File: src/rtl/muldiv_pkg.sv
// -----------------------------------------------------------------------------
// muldiv_pkg
// Shared definitions for the iterative multiply/divide unit: operation
// encodings, FSM state encoding and the iteration count.
// -----------------------------------------------------------------------------
package muldiv_pkg;

  localparam int ITER_COUNT = 32;

  localparam logic [1:0] OP_MULTU = 2'b00;
  localparam logic [1:0] OP_DIVU  = 2'b01;
  localparam logic [1:0] OP_MULT  = 2'b10;
  localparam logic [1:0] OP_DIV   = 2'b11;

  typedef enum logic {
    ST_IDLE = 1'b0,
    ST_RUN  = 1'b1
  } state_e;

endpackage

File: src/rtl/muldiv_sign_adjust.sv
// -----------------------------------------------------------------------------
// muldiv_sign_adjust
// Combinational sign correction applied to the raw magnitude result when
// HI/LO are loaded.
//   raw_i      : {hi, lo} magnitude result ({remainder, quotient} for divides)
//   is_div_i   : 1 for a divide, 0 for a multiply
//   neg_res_i  : negate the product (64-bit) or the quotient
//   neg_rem_i  : negate the remainder (dividend was negative)
//   hi_o/lo_o  : corrected HI/LO values
// -----------------------------------------------------------------------------
module muldiv_sign_adjust #(
  parameter int WIDTH = 32
) (
  input  logic [2*WIDTH-1:0] raw_i,
  input  logic               is_div_i,
  input  logic               neg_res_i,
  input  logic               neg_rem_i,
  output logic [WIDTH-1:0]   hi_o,
  output logic [WIDTH-1:0]   lo_o
);

  logic [2*WIDTH-1:0] prod;
  logic [WIDTH-1:0]   quo;
  logic [WIDTH-1:0]   rem;

  always_comb begin
    prod = neg_res_i ? (~raw_i + 1'b1) : raw_i;
    quo  = neg_res_i ? (~raw_i[WIDTH-1:0] + 1'b1) : raw_i[WIDTH-1:0];
    rem  = neg_rem_i ? (~raw_i[2*WIDTH-1:WIDTH] + 1'b1) : raw_i[2*WIDTH-1:WIDTH];
    if (is_div_i) begin
      hi_o = rem;
      lo_o = quo;
    end else begin
      hi_o = prod[2*WIDTH-1:WIDTH];
      lo_o = prod[WIDTH-1:0];
    end
  end

endmodule

File: src/rtl/muldiv_unit.sv
// -----------------------------------------------------------------------------
// muldiv_unit
// Iterative 32-bit multiply/divide unit with architectural HI/LO registers.
// MULT/MULTU use radix-2 shift-add, DIV/DIVU use restoring division; every op
// takes 32 RUN cycles. MTHI/MTLO writes are accepted only while idle.
// Build option: MULDIV_SIGNED_EN enables signed MULT/DIV; without it op[1]
// is ignored and all ops are unsigned.
// Ports:
//   clk, rst            : clock, synchronous active-high reset
//   start, op, a, b     : operation request, opcode, rs / rt operands
//   wr_hi, wr_lo,
//   wr_data             : MTHI/MTLO write strobes and data
//   busy                : operation in progress (stall request)
//   done, div_by_zero   : one-cycle result pulse, divide-by-zero flag
//   hi, lo              : HI/LO registers
// -----------------------------------------------------------------------------
module muldiv_unit
  import muldiv_pkg::*;
#(
  parameter int WIDTH = 32
) (
  input  logic             clk,
  input  logic             rst,
  input  logic             start,
  input  logic [1:0]       op,
  input  logic [WIDTH-1:0] a,
  input  logic [WIDTH-1:0] b,
  input  logic             wr_hi,
  input  logic             wr_lo,
  input  logic [WIDTH-1:0] wr_data,
  output logic             busy,
  output logic             done,
  output logic             div_by_zero,
  output logic [WIDTH-1:0] hi,
  output logic [WIDTH-1:0] lo
);

  state_e               state_q, state_d;
  logic [4:0]           cnt_q, cnt_d;
  logic                 is_div_q, is_div_d;
  logic                 bzero_q, bzero_d;
  logic [WIDTH-1:0]     opnd_q, opnd_d;     // multiplicand or divisor magnitude
  logic [2*WIDTH-1:0]   acc_q, acc_d;       // {acc_hi, multiplier} or {rem, quo}
  logic [WIDTH-1:0]     hi_q, hi_d, lo_q, lo_d;
  logic                 done_q, done_d, dz_q, dz_d;

  // Operand magnitudes and result signs at start
  logic                 a_neg, b_neg;
  logic [WIDTH-1:0]     a_mag, b_mag;

`ifdef MULDIV_SIGNED_EN
  logic                 neg_res_q, neg_res_d, neg_rem_q, neg_rem_d;
  always_comb begin
    a_neg = op[1] & a[WIDTH-1];
    b_neg = op[1] & b[WIDTH-1];
    a_mag = a_neg ? (~a + 1'b1) : a;
    b_mag = b_neg ? (~b + 1'b1) : b;
  end
`else
  logic                 unused_op_msb;
  assign unused_op_msb = op[1];
  always_comb begin
    a_neg = 1'b0;
    b_neg = 1'b0;
    a_mag = a;
    b_mag = b;
  end
`endif

  // One iteration of either algorithm
  logic [WIDTH:0]       mul_sum;
  logic [2*WIDTH-1:0]   mul_next;
  logic [WIDTH:0]       div_shift;
  logic [WIDTH+1:0]     div_trial;
  logic [2*WIDTH-1:0]   div_next;
  logic [2*WIDTH-1:0]   step;

  always_comb begin
    mul_sum   = {1'b0, acc_q[2*WIDTH-1:WIDTH]} + (acc_q[0] ? {1'b0, opnd_q} : '0);
    mul_next  = {mul_sum, acc_q[WIDTH-1:1]};
    div_shift = {acc_q[2*WIDTH-1:WIDTH], acc_q[WIDTH-1]};
    div_trial = {1'b0, div_shift} - {2'b00, opnd_q};
    // Restore on a negative trial; a zero divisor never restores, which
    // leaves the dividend in the remainder and all-ones in the quotient.
    if (!div_trial[WIDTH+1])
      div_next = {div_trial[WIDTH-1:0], acc_q[WIDTH-2:0], 1'b1};
    else
      div_next = {div_shift[WIDTH-1:0], acc_q[WIDTH-2:0], 1'b0};
    step = is_div_q ? div_next : mul_next;
  end

  // Final HI/LO values
  logic [WIDTH-1:0]     adj_hi, adj_lo;

`ifdef MULDIV_SIGNED_EN
  muldiv_sign_adjust #(.WIDTH(WIDTH)) u_sign_adjust (
    .raw_i     (step),
    .is_div_i  (is_div_q),
    .neg_res_i (neg_res_q),
    .neg_rem_i (neg_rem_q),
    .hi_o      (adj_hi),
    .lo_o      (adj_lo)
  );
`else
  assign adj_hi = step[2*WIDTH-1:WIDTH];
  assign adj_lo = step[WIDTH-1:0];
`endif

  always_comb begin
    state_d  = state_q;
    cnt_d    = cnt_q;
    is_div_d = is_div_q;
    bzero_d  = bzero_q;
    opnd_d   = opnd_q;
    acc_d    = acc_q;
    hi_d     = hi_q;
    lo_d     = lo_q;
    done_d   = 1'b0;
    dz_d     = 1'b0;
`ifdef MULDIV_SIGNED_EN
    neg_res_d = neg_res_q;
    neg_rem_d = neg_rem_q;
`endif
    unique case (state_q)
      ST_IDLE: begin
        if (start) begin
          // A write in the same cycle as start is dropped
          state_d  = ST_RUN;
          cnt_d    = '0;
          is_div_d = op[0];
          bzero_d  = (b == '0);
          opnd_d   = op[0] ? b_mag : a_mag;
          acc_d    = op[0] ? {{WIDTH{1'b0}}, a_mag} : {{WIDTH{1'b0}}, b_mag};
`ifdef MULDIV_SIGNED_EN
          neg_res_d = a_neg ^ b_neg;
          neg_rem_d = a_neg;
`endif
        end else begin
          if (wr_hi) hi_d = wr_data;
          if (wr_lo) lo_d = wr_data;
        end
      end
      ST_RUN: begin
        acc_d = step;
        cnt_d = cnt_q + 5'd1;
        if (cnt_q == 5'(ITER_COUNT - 1)) begin
          state_d = ST_IDLE;
          hi_d    = adj_hi;
          // Divide by zero reports all-ones regardless of operand signs
          lo_d    = (is_div_q && bzero_q) ? '1 : adj_lo;
          done_d  = 1'b1;
          dz_d    = is_div_q & bzero_q;
        end
      end
      default: state_d = ST_IDLE;
    endcase
  end

  always_ff @(posedge clk) begin
    if (rst) begin
      state_q <= ST_IDLE;
      cnt_q   <= '0;
      hi_q    <= '0;
      lo_q    <= '0;
      done_q  <= 1'b0;
      dz_q    <= 1'b0;
    end else begin
      state_q <= state_d;
      cnt_q   <= cnt_d;
      hi_q    <= hi_d;
      lo_q    <= lo_d;
      done_q  <= done_d;
      dz_q    <= dz_d;
    end
  end

  always_ff @(posedge clk) begin
    is_div_q <= is_div_d;
    bzero_q  <= bzero_d;
    opnd_q   <= opnd_d;
    acc_q    <= acc_d;
`ifdef MULDIV_SIGNED_EN
    neg_res_q <= neg_res_d;
    neg_rem_q <= neg_rem_d;
`endif
  end

  assign busy        = (state_q == ST_RUN);
  assign done        = done_q;
  assign div_by_zero = dz_q;
  assign hi          = hi_q;
  assign lo          = lo_q;

endmodule

File: config.mk
export PLATFORM = sky130hd
export DESIGN_NAME = muldiv_unit
export DESIGN_NICKNAME = d
export VERILOG_FILES = /design/src/rtl/muldiv_pkg.sv /design/src/rtl/muldiv_sign_adjust.sv /design/src/rtl/muldiv_unit.sv
export SDC_FILE = /design/constraint.sdc
export NUM_CORES = 1
export LEC_CHECK = 0
export ABC_CLOCK_PERIOD_IN_PS = 7400
export CAP_MARGIN = 40
export CORE_MARGIN = 2
export CORE_UTILIZATION = 62
export CTS_BUF_LIST = sky130_fd_sc_hd__clkbuf_4 sky130_fd_sc_hd__clkbuf_8
export DETAILED_ROUTE_END_ITERATION = 7
export GPL_ROUTABILITY_DRIVEN = 0
export PLACE_DENSITY_LB_ADDON = 0.15
export SLEW_MARGIN = 20
export SYNTH_ARGS = -nofsm -noshare
export SYNTH_HDL_FRONTEND = slang
export SYNTH_SLANG_ARGS = --single-unit
export TNS_END_PERCENT = 5
File: constraint.sdc
create_clock -name clk -period 7.4 [get_ports clk]
set_clock_uncertainty 0.15 [all_clocks]
set_input_delay 1.48 -clock clk [delete_from_list [all_inputs] [get_ports clk]]
set_output_delay 1.48 -clock clk [all_outputs]
set_load 0.01 [all_outputs]
==> impl_metrics.tcl, run 1 <==
set metrics [dict create \
    outcome "finished with violations" \
    violations "design-rule violations" \
    antenna_cells 0 \
    final_core_util_pct 75.5 \
    ctsHoldBuffers 0 \
    synth_xor_xnor_area_share_pct 3.66 \
    grt_pass1_vias 10100 \
    cts.path.max_buffers 2 \
    finalSetupViolCount 0 \
    tightest_slew_ps 729 \
    p_seq_share_pct 39.0 \
    regToRegEndpoint "acc_q[63]" \
    synth_area_leaders "edfxtp_1, dfxtp_1, ha_1" \
    fillers 1325 \
    synth.top_cells.by_count "a21oi_1, nand2_1, edfxtp_1" \
    drt-total-wl_um 36400 \
    synthSimpleGateAreaFrac_pct 13.2 \
    ys_types 69 \
    nNetsFinal 1577 \
    finalSetupTns_ps 0 \
    htree_levels 4 \
    vias 11000 \
    dp_hpwl_um 26700 \
    firstDrtPassIters 8 \
    die-area_mm2 0.0200 \
    syn_avg_cell_area_um2 9.21 \
    cts_resized 0 \
    synth_seq_cells 170 \
    gr-total-overflow 0 \
    grt_usage_pct 35.7 \
    avgRoutedWirePerCell_um 22.0 \
    slew_headroom_pct 51.4 \
    min_period_ps 4110 \
    maxCapViolCount 0 \
    cpLargestDelayFamily "compound AO/OA/AOI/OAI gates" \
    synth_fa_ha_area_share_pct 7.39 \
    routed_via_density 6.66 \
    die_x_um 141 \
    area_growth_pct 20.1 \
    ant_nets 0 \
    critPathKind "flip-flop to flip-flop" \
    drive_above_1_share_pct 8.67 \
    initial_core_util_pct 62.9 \
    drc 4 \
    post-synth-top-count-cell "a21oi_1" \
    cts_buffers 17 \
    switchingPower_mw 1.09 \
    min_to "cnt_q[3]" \
    cp.arrival_ps 4180 \
    maxSlewViolCount 0 \
    worstHoldStart "cnt_q[3]" \
    synth-edff-count 98 \
    leakagePower_nw 5.72 \
    cp_max_fo 12 \
    vdd_drop_max_mv 0.150 \
    dp_slack_ps 3430 \
    r2r_slack_ps 3290 \
    ys_async_sr_fraction_pct 0 \
    synth_top_area_share_pct 25.1 \
    synth_compound_area_share_pct 24.0 \
    ys_warn_count 0 \
    syn_inst 1273 \
    placementRows 50 \
    synth_ff_type "edfxtp_1" \
    max_freq_mhz 244 \
    finalHoldViolCount 0 \
    clkTransAtPathRegs_ps 90 \
    cts_tree "built" \
    hp-class "flip-flop to flip-flop" \
    clkLatencyLatePin_ps 480 \
    syn_area_mm2 0.0117 \
    grt_start_max_net_pins 86 \
    postCtsSetupBuffers 0 \
    core-area_mm2 0.0186 \
    yosys.area.top_type "edfxtp_1" \
    die_y_um 141 \
    worst_slack_ps 3290 \
    netSwitchingFraction_pct 36.3 \
    num_io_pins 170 \
    fin_crit_sh_pct 55.5 \
    cpMostUsedCell "o21ai_1" \
    hold_depth 1 \
    crit_path_cell_trace "and2_1 -> ha_1 -> fa_1 -> a21oi_1 -> o21ai_1 -> a21o_1 -> a311oi_2 -> o21ai_1 -> a211oi_1 -> nor2b_1 -> o21a_1 -> o21ai_1 -> nand2_1" \
    start_kind "flip-flop" \
    grt_pass1_wl_um 55600 \
    root_buffer "clkbuf_8" \
    ys_seq_area_share_pct 37.4 \
    syn_nets 1444 \
    path_buf_inv 0 \
    port_buffers 168 \
    synth_top_family_by_area "compound AO/OA/AOI/OAI gates" \
    synthMuxAreaShare_pct 10.1 \
    required_ps 7470 \
    end_kind "flip-flop" \
    powerDensity_mw_per_mm2 213 \
    reg2reg_from "acc_q[0]" \
    rsz0062_at_grt "no" \
    clock_power_share_pct 24.1 \
    slowest_delay_ps 600 \
    r2r_cells 13 \
    cts.sinks 170 \
    internal_power_mw 1.91 \
    combPwrFrac_pct 36.9 \
    drtIter0Drc 1447 \
    antenna_found_initial 2 \
    crit_path_top_delay_cell "edfxtp_1" \
]
## flip-flops by register name (all words and copies together) (netlist names)
register	cells
opnd_q	32
acc_q	64
is_div_q	1
done	1
busy	1
lo	32
div_by_zero	1
cnt_q	5
hi	32
bzero_q	1
## area by class of cell
cell class	instances	area (µm²)	share of cell area (%)
inverter	54	203	1.44
timing repair buffer	185	1920	13.6
clock inverter	14	181	1.29
sequential	170	4390	31.1
multi-input combinational	978	6870	48.8
tap	234	293	2.08
clock buffer	17	234	1.66
## metal layers
metal,GRT usage [%],share of wire (%),up-vias
met5,0,0.030,-
met4,10.6,2.6,2
met3,6.21,11,103
met2,53.3,44,705
met1,53.2,42,5188
li1,-,-,5006
## kinds of logic (layout without fill, tap and decap cells)
group / after synthesis / count (layout)
AND/OR/NAND/NOR: 328 / 328
XOR/XNOR: 49 / 49
adder cells (fa/ha/maj): 68 / 68
AO/OA/AOI/OAI: 419 / 419
flip-flops: 170 / 170
buffers and inverters: 125 / 270
multiplexers: 114 / 114
## per-stage QoR
step	instances	hold WS [ps]	instance area, µm²	power, mW
floorplan	1273	293	11700	1.91
global placement	1614	312	13500	2.22
detailed placement	1619	320	13600	2.25
CTS	1650	339	14000	2.96
global route	1652	355	14100	3.13
finish	1652	352	14100	3.00
## layout by cell type, fill, tap and decap left out, types with 15 or more instances in the layout
cell type / count
nand2_1: 104
mux2_2: 33
a21o_1: 33
inv_1: 52
and2_1: 39
xor2_1: 17
clkdlybuf4s50_1: 166
o21ai_0: 75
dfxtp_1: 71
mux2i_1: 80
a21boi_0: 35
a31oi_1: 17
a21oi_1: 108
ha_1: 66
nand3_1: 15
and3_1: 15
nor2_1: 89
xnor2_1: 32
clkbuf_8: 17
edfxtp_1: 98
a211oi_1: 51
## worst max path at each step
| stage | start | endpoint | cells after the start | slack (ps) |
|---|---|---|---|---|
| 2_1_floorplan | start | bzero_q | 1 | 3810 |
| 3_3_place_gp | acc_q[0] | acc_q[63] | 13 | 3160 |
| 3_5_place_dp | acc_q[35] | hi[8] | 12 | 3430 |
| 4_1_cts | acc_q[0] | acc_q[63] | 13 | 3400 |
| 5_1_grt | acc_q[0] | acc_q[63] | 13 | 3180 |
| 6_report | acc_q[0] | acc_q[63] | 13 | 3290 |
## power by group through the flow
| stage | clock network, mW | logic, mW | registers [mW] |
|---|---|---|---|
| 6_report | 0.724 | 1.11 | 1.17 |
| 5_1_grt | 0.752 | 1.20 | 1.18 |
| 4_1_cts | 0.720 | 1.07 | 1.17 |
| 3_5_place_dp | 0 | 1.06 | 1.19 |
| 3_3_place_gp | 0 | 1.02 | 1.19 |
| 2_1_floorplan | 0 | 0.735 | 1.17 |
(Power assumes the default switching activity.)
==> run 2: changes to the inputs <==
- ABC_CLOCK_PERIOD_IN_PS: 7400 -> 3400
- CORE_UTILIZATION: 62 -> 52
- clock period: 7.4 -> 3.4 ns (I/O delays scaled with it)
==> impl_metrics.tcl, run 2 (synthesized netlist as in run 1, its figures left out) <==
set metrics [dict create \
    outcome "finished with violations" \
    violations "negative setup slack" \
    switchingPower_mw 2.52 \
    drtIter0Drc 1208 \
    cts_tree "built" \
    slowest_delay_ps 440 \
    antenna_found_initial 1 \
    firstDrtPassIters 7 \
    required_ps 3660 \
    internal_power_mw 4.27 \
    nNetsFinal 1689 \
    dp_slack_ps -205 \
    finalSetupViolCount 6 \
    initial_core_util_pct 53.4 \
    core-area_mm2 0.0220 \
    wl_met2_um 16500 \
    rsz0062_at_grt "yes" \
    drt-total-wl_um 37500 \
    dp_hpwl_um 28100 \
    tightest_slew_ps 727 \
    gr-total-overflow 0 \
    drc 0 \
    num_io_pins 170 \
    die-area_mm2 0.0238 \
    finalHoldViolCount 0 \
    htree_levels 4 \
    maxSlewViolCount 0 \
    powerDensity_mw_per_mm2 448 \
    vdd_drop_max_mv 0.282 \
    cts.sinks 170 \
    end_kind "flip-flop" \
    mostFrequentLayoutCells "clkdlybuf4s50_1, buf_4, nand2_1, edfxtp_1, a21oi_1" \
    area_growth_pct 29.3 \
    ant_nets 0 \
    vias 11100 \
    worst_slack_ps -83.4 \
    ctsHoldBuffers 0 \
    drive_above_1_share_pct 18.2 \
    maxCapViolCount 0 \
    routed_via_density 6.10 \
    min_period_ps 3480 \
    top_layer "met4" \
    clkTransAtPathRegs_ps 100 \
    wl_met1_um 16900 \
    largest_reg_flops 64 \
    grt_usage_pct 30.9 \
    avgRoutedWirePerCell_um 20.7 \
    leakagePower_nw 6.24 \
    grt_start_max_net_pins 65 \
    start_kind "flip-flop" \
    cp.arrival_ps 3750 \
    clock_power_share_pct 21.0 \
    fin_area_mm2 0.0152 \
    top_register "acc_q" \
    placed_area_mm2 0.0144 \
    p_seq_share_pct 37.6 \
    placementRows 54 \
    final_common_cell "clkdlybuf4s50_1" \
    grt_pass1_vias 10500 \
    die_x_um 154 \
    cts.path.max_buffers 2 \
    max_freq_mhz 287 \
    fin_crit_sh_pct 102 \
    wl_met3_um 3540 \
    die_y_um 154 \
    port_buffers 168 \
    clkLatencyLatePin_ps 470 \
    cp_max_fo 4 \
    crit_path_top_delay_cell "edfxtp_1" \
    crit_path_cell_trace "buf_4 -> and2_1 -> ha_1 -> a21o_1 -> nand4_1 -> a311o_1 -> a31oi_4 -> o21ai_1 -> a21oi_2 -> o21ai_1 -> and3_1 -> o32ai_2 -> buf_4 -> o221a_2" \
    grt_pass1_wl_um 57300 \
    critPathKind "flip-flop to flip-flop" \
    root_buffer "clkbuf_8" \
    cts_buffers 17 \
    combPwrFrac_pct 41.4 \
    netSwitchingFraction_pct 37.1 \
    hp-class "flip-flop to flip-flop" \
    slew_headroom_pct 51.5 \
]
run 2: repair_timing:
action | 4_1_cts | 5_1_grt
pin swaps | 9 | 35
gates resized for setup | 16 | 42
setup endpoints to repair | 36 | 54
gates cloned | 0 | 0
buffers inserted | 1 | 8
run 2: worst max-delay path: cells and delay by family, from the launching register on:
family                     cells  cell delay (ps)
adders and majority gates      1              280
and+or+nand+nor                3              520
DFF                            1              440
AOI/OAI and AO/OA              8             1680
buffers and inverters          2              380
run 2: routing by layer:
| metal | vias up | GRT usage, % |
|---|---|---|
| met5 | - | 0 |
| met4 | 0 | 7.17 |
| met3 | 45 | 5.58 |
| met2 | 504 | 47.3 |
| met1 | 5265 | 45.6 |
| li1 | 5242 | - |
run 2: metrics by stage:
step	TNS, ps	util, %	hold slack [ps]	std cells	power [mW]
5_1_grt	-2520	69.0	373	1811	7.14
6_report	-299	69.0	345	1812	6.79
3_3_place_gp	-1200	65.7	316	1770	5.17
4_1_cts	-315	67.8	340	1803	6.66
3_5_place_dp	-2470	65.7	321	1770	5.21
2_1_floorplan	0	-	293	1273	4.15
run 2: path summary, 6_finish.rpt:
path / endpoint / slack [ps] / start / cells past startpoint
worst min register to register: cnt_q[3] / 350 / cnt_q[3] / 1
worst max-delay path: hi[20] / -80 / acc_q[0] / 14
worst min-delay path: cnt_q[3] / 350 / cnt_q[3] / 1
worst max register to register: hi[20] / -80 / acc_q[0] / 14
run 2: layout make-up:
cell class	count	area, µm²
Antenna cell	1	2.50
Clock buffer	18	241
Clock inverter	14	143
Fill cell	1713	6800
Inverter	54	203
Multi-Input combinational cell	978	7120
Sequential cell	170	4390
Tap cell	280	350
Timing Repair Buffer	297	2700
run 2: power by group through the flow:
| stage | sequential (mW) | clock [mW] | combinational [mW] |
|---|---|---|---|
| after floorplan | 2.55 | 0 | 1.60 |
| after global placement | 2.58 | 0 | 2.58 |
| after detailed placement | 2.59 | 0 | 2.62 |
| after CTS | 2.54 | 1.44 | 2.67 |
| after global routing | 2.57 | 1.53 | 3.04 |
| final | 2.55 | 1.43 | 2.82 |
